==> src/rtl/fb_capture_writer_if.sv <==
// Pixel-stream input and BRAM write-port bundle for fb_capture_writer.
// master = pixel source / BRAM side, slave = the capture writer itself.
interface fb_capture_writer_if #(
    parameter int unsigned ADDR_W = 17
) ();
    logic              in_valid;
    logic              in_sof;
    logic              in_eol;
    logic [11:0]       in_data;
    logic              wr_en;
    logic [ADDR_W-1:0] wr_addr;
    logic [11:0]       wr_data;

    modport master (
        output in_valid, in_sof, in_eol, in_data,
        input  wr_en, wr_addr, wr_data
    );

    modport slave (
        input  in_valid, in_sof, in_eol, in_data,
        output wr_en, wr_addr, wr_data
    );
endinterface

==> src/rtl/fb_capture_writer.sv <==
// Frame-buffer capture writer: arm/capture FSM driving a linear BRAM write port.
// Define FB_CAPTURE_DECIMATE_EN for 2:1 horizontal and vertical decimation.
module fb_capture_writer #(
    parameter int unsigned FB_W   = 320,
    parameter int unsigned FB_H   = 240,
    parameter int unsigned ADDR_W = 17
) (
    input  logic               clk25,
    input  logic               rst,
    input  logic               cap_start,
    input  logic               cap_continuous,
    fb_capture_writer_if.slave bus,
    output logic               busy,
    output logic               frame_done,
    output logic               sync_err,
    output logic [7:0]         frame_cnt
);

`ifdef FB_CAPTURE_DECIMATE_EN
    localparam bit DecimateEn = 1'b1;
`else
    localparam bit DecimateEn = 1'b0;
`endif

    localparam logic [ADDR_W-1:0] LastAddr = ADDR_W'(FB_W * FB_H - 1);

    typedef enum logic [1:0] {StIdle, StArmed, StCapture} state_e;

    state_e            state_q;
    logic              col_par_q;
    logic              line_par_q;
    logic [ADDR_W-1:0] kept_q;

    logic              take;
    logic              col_cur;
    logic              line_cur;
    logic              keep;
    logic [ADDR_W-1:0] base;

    // An in_sof pixel restarts the frame: it is pixel 0 with both parities clear.
    always_comb begin
        take     = bus.in_valid &&
                   ((state_q == StCapture) || ((state_q == StArmed) && bus.in_sof));
        col_cur  = bus.in_sof ? 1'b0 : col_par_q;
        line_cur = bus.in_sof ? 1'b0 : line_par_q;
        base     = bus.in_sof ? '0 : kept_q;
        keep     = DecimateEn ? (!col_cur && !line_cur) : 1'b1;
    end

    assign busy = (state_q != StIdle);

    always_ff @(posedge clk25) begin
        if (rst) begin
            state_q     <= StIdle;
            col_par_q   <= 1'b0;
            line_par_q  <= 1'b0;
            kept_q      <= '0;
            bus.wr_en   <= 1'b0;
            bus.wr_addr <= '0;
            bus.wr_data <= '0;
            frame_done  <= 1'b0;
            sync_err    <= 1'b0;
            frame_cnt   <= 8'd0;
        end else begin
            bus.wr_en  <= 1'b0;
            frame_done <= 1'b0;
            if (cap_start) begin
                sync_err <= 1'b0;
            end
            unique case (state_q)
                StIdle: begin
                    if (cap_start) begin
                        state_q <= StArmed;
                    end
                end
                StArmed, StCapture: begin
                    if (take) begin
                        if (bus.in_sof) begin
                            // Set after the cap_start clear so a same-cycle restart still flags.
                            if (state_q == StCapture) begin
                                sync_err <= 1'b1;
                            end
                            state_q <= StCapture;
                        end
                        col_par_q  <= bus.in_eol ? 1'b0 : ~col_cur;
                        line_par_q <= bus.in_eol ? ~line_cur : line_cur;
                        if (keep) begin
                            bus.wr_en   <= 1'b1;
                            bus.wr_addr <= base;
                            bus.wr_data <= bus.in_data;
                            kept_q      <= base + ADDR_W'(1);
                            if (base == LastAddr) begin
                                frame_done <= 1'b1;
                                frame_cnt  <= frame_cnt + 8'd1;
                                state_q    <= cap_continuous ? StArmed : StIdle;
                            end
                        end else begin
                            kept_q <= base;
                        end
                    end
                end
                default: state_q <= StIdle;
            endcase
        end
    end

endmodule

==> src/flat_wrapper.sv <==
// flat-port wrapper written by rule: the top's interface ports become plain ports
module fb_capture_writer_flat 
#(
    parameter int unsigned FB_W   = 320,
    parameter int unsigned FB_H   = 240,
    parameter int unsigned ADDR_W = 17
)
  (clk25, rst, cap_start, cap_continuous, busy, frame_done, sync_err, frame_cnt, bus_in_valid, bus_in_sof, bus_in_eol, bus_in_data, bus_wr_en, bus_wr_addr, bus_wr_data);
  fb_capture_writer_if #(.ADDR_W(ADDR_W)) bus_i ();
  input  logic clk25;
  input  logic rst;
  input  logic cap_start;
  input  logic cap_continuous;
  output logic busy;
  output logic frame_done;
  output logic sync_err;
  output logic [7:0] frame_cnt;
  input wire logic [$bits(bus_i.in_valid)-1:0] bus_in_valid;
  input wire logic [$bits(bus_i.in_sof)-1:0] bus_in_sof;
  input wire logic [$bits(bus_i.in_eol)-1:0] bus_in_eol;
  input wire logic [$bits(bus_i.in_data)-1:0] bus_in_data;
  output wire logic [$bits(bus_i.wr_en)-1:0] bus_wr_en;
  output wire logic [$bits(bus_i.wr_addr)-1:0] bus_wr_addr;
  output wire logic [$bits(bus_i.wr_data)-1:0] bus_wr_data;
  assign bus_i.in_valid = bus_in_valid;
  assign bus_i.in_sof = bus_in_sof;
  assign bus_i.in_eol = bus_in_eol;
  assign bus_i.in_data = bus_in_data;
  assign bus_wr_en = bus_i.wr_en;
  assign bus_wr_addr = bus_i.wr_addr;
  assign bus_wr_data = bus_i.wr_data;
  fb_capture_writer #(.FB_W(FB_W), .FB_H(FB_H), .ADDR_W(ADDR_W)) u_core (.clk25(clk25), .rst(rst), .cap_start(cap_start), .cap_continuous(cap_continuous), .bus(bus_i), .busy(busy), .frame_done(frame_done), .sync_err(sync_err), .frame_cnt(frame_cnt));
endmodule
==> config.mk <==
export PLATFORM = sky130hd
export DESIGN_NAME = fb_capture_writer_flat
export DESIGN_NICKNAME = d
export VERILOG_FILES = /design/src/rtl/fb_capture_writer_if.sv /design/src/rtl/fb_capture_writer.sv /design/src/flat_wrapper.sv
export SDC_FILE = /design/constraint.sdc
export NUM_CORES = 1
export LEC_CHECK = 0
export ABC_CLOCK_PERIOD_IN_PS = 3200
export CORE_ASPECT_RATIO = 0.7
export CORE_MARGIN = 2
export CORE_UTILIZATION = 50
export CTS_CLUSTER_DIAMETER = 200
export DETAILED_ROUTE_END_ITERATION = 16
export GPL_TIMING_DRIVEN = 0
export PLACE_DENSITY = 0.8
export SYNTH_ARGS = -nofsm -noshare
export SYNTH_HDL_FRONTEND = slang
export SYNTH_SLANG_ARGS = --single-unit
export TNS_END_PERCENT = 30
==> constraint.sdc <==
create_clock -name clk25 -period 3.2 [get_ports clk25]
set_input_delay 0.64 -clock clk25 [delete_from_list [all_inputs] [get_ports clk25]]
set_output_delay 0.64 -clock clk25 [all_outputs]
set_load 0.05 [all_outputs]
* Yosys cells after proc, flatten, opt, wreduce, memory -nomap -nowiden
Cells that the tools add are included.
** Operators by class
- Equal/unequal tests :: 6
- Mux-type cells :: 14
- Reductions and logical operators :: 11
- Bitwise logic cells :: 2
- $add $sub $neg :: 2
** Operators by type and width (count)
- 17-bit by 1-bit adder with 17-bit output, second input constant :: 1
- 17-bit == test, second input constant :: 1
- 17-bit two-way mux :: 1
- 8-bit by 1-bit adder with 8-bit output, second input constant :: 1
- 1-bit two-way mux :: 8
- 2-bit two-way mux :: 4
- 3-bit AND reduction :: 2
- 2-bit one-hot mux with 2 select lines :: 1
- 2-bit OR reduction :: 2
- 3-bit by 2-bit inequality test with 1-bit output, second input constant :: 1
- 3-bit OR reduction :: 1
- 2-bit by 1-bit == test with 1-bit output, second input constant :: 1
- 2-bit == test, second input constant :: 1
- 1-bit logical AND :: 2
- 2-bit zero test :: 1
- 2-bit by 1-bit inequality test with 1-bit output, second input constant :: 1
- 2-bit inequality test, second input constant :: 1
- 1-bit NOT :: 2
- 2-bit AND reduction :: 1
- 2-bit nonzero test :: 1
- 1-bit logical OR :: 1
** Storage, ports and cells
- Register bits :: 59
- Input bits :: 19
- Output and inout port bits :: 41
- Logic and storage cells :: 43

* Longest topological paths before layout
Gate-level depths: netlist of run 1.
- Depth in word-level cells :: 6
- Gate-level depth with buffers :: 10
- Gate-level depth less buffers :: 7

* Least setup slack after synthesis of run 1
OpenSTA, ideal clock, no wires.
- Path type :: in2reg
- Start :: input bus_in_sof
- End :: register u_core.frame_cnt[5]
- Stages :: 10
- Path buffers :: 3
- Required time :: 3072 ps
- Setup time :: 128 ps
- Arrival :: 2552 ps
- Path slack :: 521 ps
- Path through :: buf_2 > clkbuf_1 > clkbuf_1 > nor2b_1 > ha_1 > nand4_1 > nor4_4 > nand4_1 > xor2_1 > nor2_1
** Between the ends
- Elaborated cells on any way between the ends :: 6
- Those cells by class :: 1 x eq/ne; 1 x mux; 4 x reduce/logical
** RTL lines
- from (decl) :: line flat_wrapper.sv:19 : input wire logic [$bits(bus_i.in_sof)-1:0] bus_in_sof;
- 17-bit two-way mux :: line fb_capture_writer.sv:46 : base = bus.in_sof ? '0 : kept_q;
- via u_core.base[0] :: line fb_capture_writer.sv:38 : logic [ADDR_W-1:0] base;
- 17-bit == test :: line fb_capture_writer.sv:92 : if (base == LastAddr) begin
- 3-bit AND reduction (no line)
- to (signal assigned) :: line fb_capture_writer.sv:94 : frame_cnt <= frame_cnt + 8'd1;
- to (decl) :: line fb_capture_writer.sv:16 : output logic [7:0] frame_cnt
The timed path passes the listed nets, and every way through them passes these cells.
A chain may end at the register's enable or synchronous reset.

* Worst setup path after layout of run 1
- Start :: input bus_in_sof
- End :: register u_core.kept_q[16]
** Between the ends
- Elaborated cells on any way between the ends :: 6
- Those cells by class :: 1 x add/sub; 1 x mux; 4 x reduce/logical
** RTL lines
- 17-bit two-way mux :: line fb_capture_writer.sv:46
- via u_core.base[0] :: line fb_capture_writer.sv:38
- 17-bit by 1-bit adder with 17-bit output :: line fb_capture_writer.sv:91 : kept_q <= base + ADDR_W'(1);
- to (signal assigned) :: line fb_capture_writer.sv:91
- to (signal assigned) :: line fb_capture_writer.sv:98 : kept_q <= base;
- to (decl) :: line fb_capture_writer.sv:32 : logic [ADDR_W-1:0] kept_q;
The timed path passes the listed nets, and every way through them passes these cells.

==> impl_metrics.ini, run 1 <==
[worst_hold_path]
min_from = u_core.bus.wr_addr[5]
min_path_type = register to register

[critical_path]
required_ps = 3400
worst-setup-path-type = input port to register
worstPathArrival_ps = 3000
crit_path_max_fanout = 10
r2r-start = u_core.state_q[0]
startpoint = bus_in_sof
critPathCaptureType = register
startpoint_type = input port

[die]
dieArea_um2 = 5960
dieHeight_um = 65.2
initial_core_util_pct = 51.4
die_x_um = 91.4
io_pins = 60
rows = 22
core_um2 = 5200

[synthesis]
syn_inst = 333
syn-num-nets = 358
ys_types = 42
synth_edf_count = 0
syn_area_um2 = 2680
synth_top_area_share_pct = 44.1
yosysTopAreaCell = dfxtp_1
yosys-top-cells-area = dfxtp_1, a21oi_1, nand2_1, nor2_1, xor2_1
synth_flop_cell = dfxtp_1
seq_area_frac_synth_pct = 44.1
syn-mean-instance-area_um2 = 8.04
synth_common_cells = dfxtp_1, nand2_1, a21oi_1
yosys_warnings = 0
synth.most_common_cell = dfxtp_1
ys_async_sr_fraction_pct = 0
synth_seq_cells = 59

[global_route]
grt-ovfl-total = 0
antenna_found_initial = 0
grt_max_degree = 11
grt_pass1_wl_mm = 11.2
grt_pass1_vias = 2411
grt_usage_pct = 23.7

[sta]
min_period_ps = 2800
tightest_slew_ps = 549
finClkSkew_ps = 6.89
setup_viol = 0
fin_crit_sh_pct = 87.5
rsz0062_at_grt = no
relSlewSlack_pct = 63.4
drv_slew = 0
max_freq_mhz = 357
hold_viol_final = 0
layout_setup_ws_ps = 400

[cts]
cts-root-buf = clkbuf_8
clk_latency_ps = 330
cts_sinks = 59
htreeDepth = 3
clk_pin_slew_worst_paths_ps = 60
ctsLongestPathBuffers = 2
cts_buffers = 9
cts_tree = done
cts.repair.resized = 0

[detailed_routing]
routedWlPerCell_um = 14.2
wl_mm = 6.76
postRouteAntennaNets = 0
vias = 2601
drt_iter0_markers = 231
first_pass_iters = 5
via_per_inst = 5.48
drc_errors = 0

[pwr]
p_per_area_nw_per_um2 = 452
p_leak_nw = 1.21
p_total_mw = 1.60
ir_drop_mv = 0.350

[run_status]
outcome = finished clean

[placed_design]
place_congestion = 0.856
place_ws_ps = -62.2
io_buffer_count = 56
dp_hpwl_mm = 4.86
dp_cells = 461

[finish]
fillers = 420
area_delta_synth_final_pct = 31.8
nNetsFinal = 425
instances_no_fill = 475
seq_area_um2 = 1180
drive_above_1_share_pct = 5.71
multiInputGateArea_um2 = 1390
diodes = 0

[job]
cap_violations = 0
where the power goes:
group          switching [mW]  leakage (nW)  internal (mW)
sequential            0.00562         0.475          0.741
clock                   0.273         0.104          0.413
combinational           0.103         0.628         0.0595
total                   0.382          1.21           1.21
flip-flops by register name, indices dropped and copies added (netlist names):
register	cells
u_core.bus.wr_addr	17
u_core.bus.wr_data	12
u_core.bus.wr_en	1
u_core.frame_cnt	8
u_core.frame_done	1
u_core.kept_q	17
u_core.state_q	2
u_core.sync_err	1
metrics by stage:
| step | hold slack (ps) | TNS, ps | area, um2 | utilization, % |
|---|---|---|---|---|
| after global routing | 476 | 0 | 3530 | 67.8 |
| after detailed placement | 447 | -117 | 3330 | 63.9 |
| after floorplan | 449 | 0 | 2680 | - |
| final | 453 | 0 | 3530 | 67.8 |
| after global placement | 442 | -88.9 | 3330 | 63.9 |
| after CTS | 456 | 0 | 3530 | 67.8 |
worst paths after layout:
kind	slack, ps	endpoint	depth (start not counted)
worst max-delay path	400	u_core.kept_q[16]	10
worst min-delay path	450	u_core.bus.wr_addr[5]	2
worst max register to register	910	u_core.kept_q[13]	8
worst min register to register	450	u_core.bus.wr_addr[5]	2
kinds of logic after synthesis:
group	after synthesis	share of synthesized area [%]
buffers and inverters	28	4.07
adder cells (fa/ha/maj)	6	2.80
AO/OA/AOI/OAI	67	13.9
AND/OR/NAND/NOR	159	30.5
flip-flops	59	44.1
multiplexers	1	0.374
XOR/XNOR	13	4.25
area by class of cell:
type,instances,share of cell area [%]
buffer,21,2.34
multi-input combinational,246,39.3
inverter,7,0.745
timing repair buffer,56,15.9
clock inverter,2,0.993
tap,72,2.55
clock buffer,12,4.68
sequential,59,33.5
layer usage:
layer	wire length (um)	part of all wire (%)	track usage, %
met2	2950	44	36.3
met1	3310	49	32.4
met4	46	0.68	7.58
met3	458	6.8	6.65
met5	0	0	0
cells in the final DEF (no fill, tap or decap), drive strengths merged, types with 2 or more instances in the layout:
master,instances
a211oi,3
a21oi,42
a22oi,2
a31oi,3
and3,3
and4b,2
buf,4
clkbuf,29
clkdlybuf4s50,56
dfxtp,59
ha,6
inv,7
nand2,55
nand2b,3
nand3,11
nand3b,4
nand4,8
nand4b,2
nor2,38
nor2b,5
nor3,7
nor3b,7
nor4,5
o21ai,11
or3,4
or4,2
xor2,12
worst max-delay path, cell delays in order:
cell and delay (ps):
buf_2 160, clkbuf_1 260, clkbuf_1 340, nor2b_1 190, ha_1 240, nand4_1 270, nor3_1 450, nand4_1 180
mux2i_1 180, a21oi_1 90
what timing repair did:
item,in CTS,in global routing
hold buffers,0,0
setup endpoints to repair,0,1
setup buffers,0,0
(Power assumes the default switching activity.)
==> run 2, diff against run 1 <==
--- a/config.mk
+++ b/config.mk
@@ -8,11 +8,11 @@
 export ABC_CLOCK_PERIOD_IN_PS = 3200
 export CORE_ASPECT_RATIO = 0.7
 export CORE_MARGIN = 2
-export CORE_UTILIZATION = 50
+export CORE_UTILIZATION = 46
 export CTS_CLUSTER_DIAMETER = 200
 export DETAILED_ROUTE_END_ITERATION = 16
 export GPL_TIMING_DRIVEN = 0
-export PLACE_DENSITY = 0.8
+export PLACE_DENSITY = 0.75
 export SYNTH_ARGS = -nofsm -noshare
 export SYNTH_HDL_FRONTEND = slang
 export SYNTH_SLANG_ARGS = --single-unit
==> run 2 against run 1 <==
Against the previous run: critical path type unchanged; worst hold slack got worse by 1.4 ps; combinational power about the same; design area shrank 1.0%; power is 7.6% lower; sequential share of layout area increased by 0.35 points; non-clock buffer count unchanged; critical path depth did not move; largest cell class unchanged; clock power is 18% lower.
==> impl_metrics.ini, run 2 (synthesis results as in run 1) <==
[die]
die_x_um = 95.2
io_pins = 60
initial_core_util_pct = 47.2
rows = 23
dieArea_um2 = 6450
dieHeight_um = 67.8
core_um2 = 5670

[global_route]
grt-ovfl-total = 0
grt_usage_pct = 23.1
antenna_found_initial = 0
grt_pass1_vias = 2363
grt_max_degree = 11
grt_pass1_wl_mm = 11.3

[critical_path]
critPathCaptureType = register
crit_path_max_fanout = 10
startpoint = bus_in_sof
worst-setup-path-type = input port to register
r2r_slack_ps = 910
required_ps = 3410
startpoint_type = input port
r2r-start = u_core.state_q[0]
worstPathArrival_ps = 3160

[detailed_routing]
routedWlPerCell_um = 14.4
postRouteAntennaNets = 0
drt_iter0_markers = 146
drc_errors = 0
first_pass_iters = 4
wl_mm = 6.92
vias = 2543
via_per_inst = 5.30

[sta]
finClkSkew_ps = 4.10
min_period_ps = 2950
max_freq_mhz = 339
relSlewSlack_pct = 60.3
fin_crit_sh_pct = 92.2
drv_slew = 0
setup_viol = 0
rsz0062_at_grt = no
tightest_slew_ps = 595
hold_viol_final = 0
setup_tns_ps = 0

[cts]
cts_buffers = 9
ctsLongestPathBuffers = 2
cts-root-buf = clkbuf_8
htreeDepth = 3
clk_pin_slew_worst_paths_ps = 60
cts.repair.resized = 0
clk_latency_ps = 340
cts_sinks = 59
cts_tree = done

[run_status]
outcome = finished clean

[finish]
drive_above_1_share_pct = 5.93
final_cell_mix = dfxtp_1, clkdlybuf4s50_1, nand2_1
nNetsFinal = 425
diodes = 0
layout_commonest_cell = dfxtp_1
area_delta_synth_final_pct = 30.4
top_regs = u_core.bus.wr_addr (17), u_core.kept_q (17), u_core.bus.wr_data (12)

[job]
cap_violations = 0

[pwr]
ir_drop_mv = 0.292
seqPwrFrac_pct = 50.7
p_leak_nw = 1.19
comb_power_share_pct = 11.1
p_per_area_nw_per_um2 = 422
p_switching_mw = 0.400
p_total_mw = 1.47
p_int_mw = 1.07
switching_share_pct = 27.1
clkPwrFrac_pct = 38.2

[placed_design]
io_buffer_count = 56
place_congestion = 0.883
dp_hpwl_mm = 4.89

[worst_hold_path]
min_path_type = register to register
min_from = u_core.bus.wr_data[3]
-- run 2: cell types whose count changed in the layout (fill, tap and decap cells not counted), sizes merged --
cell / before / now
clkinvlp: 0 / 1
clkbuf: 29 / 27
clkinv: 1 / 5
bufinv: 1 / 0
-- run 2: layer usage --
| metal | global-route usage, % | wire, um | vias up | share of wire (%) |
|---|---|---|---|---|
| met1 | 32.1 | 3330 | 1174 | 48 |
| li1 | - | - | 1284 | - |
| met2 | 34.7 | 3010 | 76 | 43 |
| met5 | 0 | 0 | - | 0 |
| met4 | 3.80 | 49 | 0 | 0.71 |
| met3 | 8.81 | 532 | 9 | 7.7 |
-- run 2: worst paths after layout --
check / to / cells after the start
min reg2reg: u_core.bus.wr_data[3] / 2
min: u_core.bus.wr_data[3] / 2
max: u_core.kept_q[12] / 10
max reg2reg: u_core.kept_q[13] / 8
-- run 2: power by group through the flow --
stage,Clock [mW],Combinational [mW],Sequential [mW]
2_1_floorplan,0,0.0960,0.770
3_3_place_gp,0,0.157,0.763
3_5_place_dp,0,0.159,0.764
4_1_cts,0.573,0.163,0.747
5_1_grt,0.610,0.179,0.748
6_report,0.563,0.164,0.747
-- run 2: cell type report --
class / instances / area (um2)
flip-flops and latches: 59 / 1180
clock buffers: 10 / 128
inverters: 7 / 26.3
plain buffers: 21 / 82.6
multi-input cells: 246 / 1390
repair buffers: 56 / 561
clock inverters: 6 / 32.5
well taps: 75 / 93.8
fillers: 529 / 2180
-- run 2: per-stage QoR --
step / instance area, um2 / hold slack [ps] / setup WS [ps] / std cells / utilization (%)
2_1_floorplan: 2680 / 449 / 521 / 333 / -
3_3_place_gp: 3330 / 442 / -58.9 / 464 / 58.8
3_5_place_dp: 3330 / 446 / -71.5 / 464 / 58.8
4_1_cts: 3490 / 455 / 280 / 480 / 61.6
5_1_grt: 3490 / 472 / 13.4 / 480 / 61.6
6_report: 3490 / 451 / 249 / 480 / 61.6
-- run 2: critical path: stages --
cell and delay (ps):
buf_2 160, clkbuf_1 270, clkbuf_1 360, nor2b_1 190
ha_1 250, nand4_1 260, nor4_4 610, nand3_1 170
xnor2_1 180, nor2_1 50
-- run 2: repair_timing --
| item | CTS | global route |
|---|---|---|
| setup buffers | 0 | 0 |
| setup endpoints to repair | 0 | 2 |
| hold buffers | 0 | 0 |
| endpoints found under the hold margin | 0 | 0 |
==> run 3, diff against run 2 <==
--- a/config.mk
+++ b/config.mk
@@ -6,7 +6,6 @@
 export NUM_CORES = 1
 export LEC_CHECK = 0
 export ABC_CLOCK_PERIOD_IN_PS = 3200
-export CORE_ASPECT_RATIO = 0.7
 export CORE_MARGIN = 2
 export CORE_UTILIZATION = 46
 export CTS_CLUSTER_DIAMETER = 200
==> run 3 against run 2 <==
Against the previous run: final cell count down 0.83%; combinational power about the same; first-iteration DRC count up 8.2%; largest power group unchanged.
==> impl_metrics.ini, run 3 (synthesis results as in run 1) <==
[detailed_routing]
first_pass_iters = 4
vias = 2552
wl_mm = 6.78
postRouteAntennaNets = 0
via_per_inst = 5.36
drc_errors = 0
routedWlPerCell_um = 14.2
drt_iter0_markers = 158

[finish]
instances_no_fill = 476
diodes = 0
fillers = 515
layout_commonest_cell = dfxtp_1
top_regs = u_core.bus.wr_addr (17), u_core.kept_q (17), u_core.bus.wr_data (12)
area_delta_synth_final_pct = 31.5
drive_above_1_share_pct = 5.94
final_cell_mix = dfxtp_1, clkdlybuf4s50_1, nand2_1
nNetsFinal = 425

[global_route]
use_met2_pct = 37.1
gr-usage-met1_pct = 28.1
grt_pass1_wl_mm = 11.1
antenna_found_initial = 0
grt-ovfl-total = 0
grt_pass1_vias = 2376
grt_max_degree = 11
met3_usage_pct = 5.84
grt_usage_pct = 22.5
top_usage_layer = met2

[cts]
cts_tree = done
cts_sinks = 59
cts.repair.resized = 0
clk_pin_slew_worst_paths_ps = 70
cts-root-buf = clkbuf_8
holdBufCountCts = 0
cts_buffers = 9
htreeDepth = 3
clk_latency_ps = 340
ctsLongestPathBuffers = 2
cts_setup_buffers = 0

[die]
core_um2 = 5570
dieArea_um2 = 6440
initial_core_util_pct = 48.0
die_x_um = 80.3
rows = 27
dieHeight_um = 80.3
io_pins = 60

[sta]
drv_slew = 0
rsz0062_at_grt = no
finClkSkew_ps = 7.33
min_period_ps = 2870
tightest_slew_ps = 616
max_freq_mhz = 349
setup_viol = 0
hold_viol_final = 0
setup_tns_ps = 0
relSlewSlack_pct = 58.9
fin_crit_sh_pct = 89.6

[critical_path]
cp_slowest_stage_delay_ps = 580
required_ps = 3410
r2r_slack_ps = 950
critPathCaptureType = register
cp_slowest_cell = nor4_4
cp_num_buf_inv = 3
startpoint_type = input port
worstPathArrival_ps = 3080
critical_path.top_delay_family = simple AND/OR/NAND/NOR gates
path_cells = buf_2 -> clkbuf_1 -> clkbuf_1 -> nor2b_1 -> ha_1 -> nand4_1 -> nor4_4 -> nand4_1 -> xor2_1 -> nor2_1
worst-setup-path-type = input port to register
crit_path_max_fanout = 10

[placed_design]
io_buffer_count = 56
dp_hpwl_mm = 4.82
dp_cells = 461
place_congestion = 0.859

[pwr]
p_per_area_nw_per_um2 = 451
ir_drop_mv = 0.292
p_leak_nw = 1.21

[job]
cap_violations = 0

[worst_hold_path]
min_path_type = register to register

[run_status]
outcome = finished clean
## run 3: cell types whose count changed in the layout (fill, tap and decap cells not counted)
cell,change
clkinv_2,-2
bufinv_16,+1
clkbuf_1,-1
clkbuf_8,+1
clkinv_4,+1
clkinvlp_4,-1
## run 3: metrics by stage
stage | util (%) | setup WS [ps] | instance area (um2) | hold slack [ps] | total power [mW]
after floorplan | - | 521 | 2680 | 449 | 0.866
after global placement | 59.7 | 20.2 | 3330 | 442 | 0.920
after detailed placement | 59.7 | 32.4 | 3330 | 447 | 0.924
after CTS | 63.1 | 381 | 3520 | 457 | 1.59
after global routing | 63.1 | 62.3 | 3520 | 475 | 1.64
final | 63.1 | 334 | 3520 | 454 | 1.59
## run 3: worst register-to-register path, delay by kind of cell (launching register included)
kind | cells | cell delay (ps)
XOR/XNOR | 1 | 170
AND/OR/NAND/NOR | 5 | 1330
adder cells (fa/ha/maj) | 1 | 250
flip-flops | 1 | 390
## run 3: final timing paths
path | startpoint | end | cells after the start
worst min register to register | u_core.bus.wr_data[4] | u_core.bus.wr_data[4] | 2
worst max-delay path | bus_in_sof | u_core.frame_cnt[7] | 10
worst max register to register | u_core.kept_q[1] | u_core.frame_cnt[7] | 7
worst min-delay path | u_core.bus.wr_data[4] | u_core.bus.wr_data[4] | 2
## run 3: final cells by class
| cell class | instances | area (um2) | share of cell area [%] |
|---|---|---|---|
| clock inverters | 5 | 53.8 | 1.53 |
| plain buffers | 21 | 82.6 | 2.35 |
| repair buffers | 56 | 561 | 15.9 |
| well taps | 72 | 90.1 | 2.56 |
| clock buffers | 10 | 138 | 3.91 |
| inverters | 7 | 26.3 | 0.747 |
| flip-flops and latches | 59 | 1180 | 33.6 |
| multi-input cells | 246 | 1390 | 39.4 |
## run 3: per-layer routing
layer	wire length [um]	share of wire, %	up-vias
met5	0	0	-
met4	117	1.7	0
met3	410	6.0	12
met2	3190	47	76
met1	3060	45	1184
li1	-	-	1280
## run 3: power breakdown
group / internal (mW) / total, mW / switching (mW)
clock network: 0.373 / 0.677 / 0.304
registers: 0.741 / 0.747 / 0.00581
logic: 0.0593 / 0.162 / 0.103
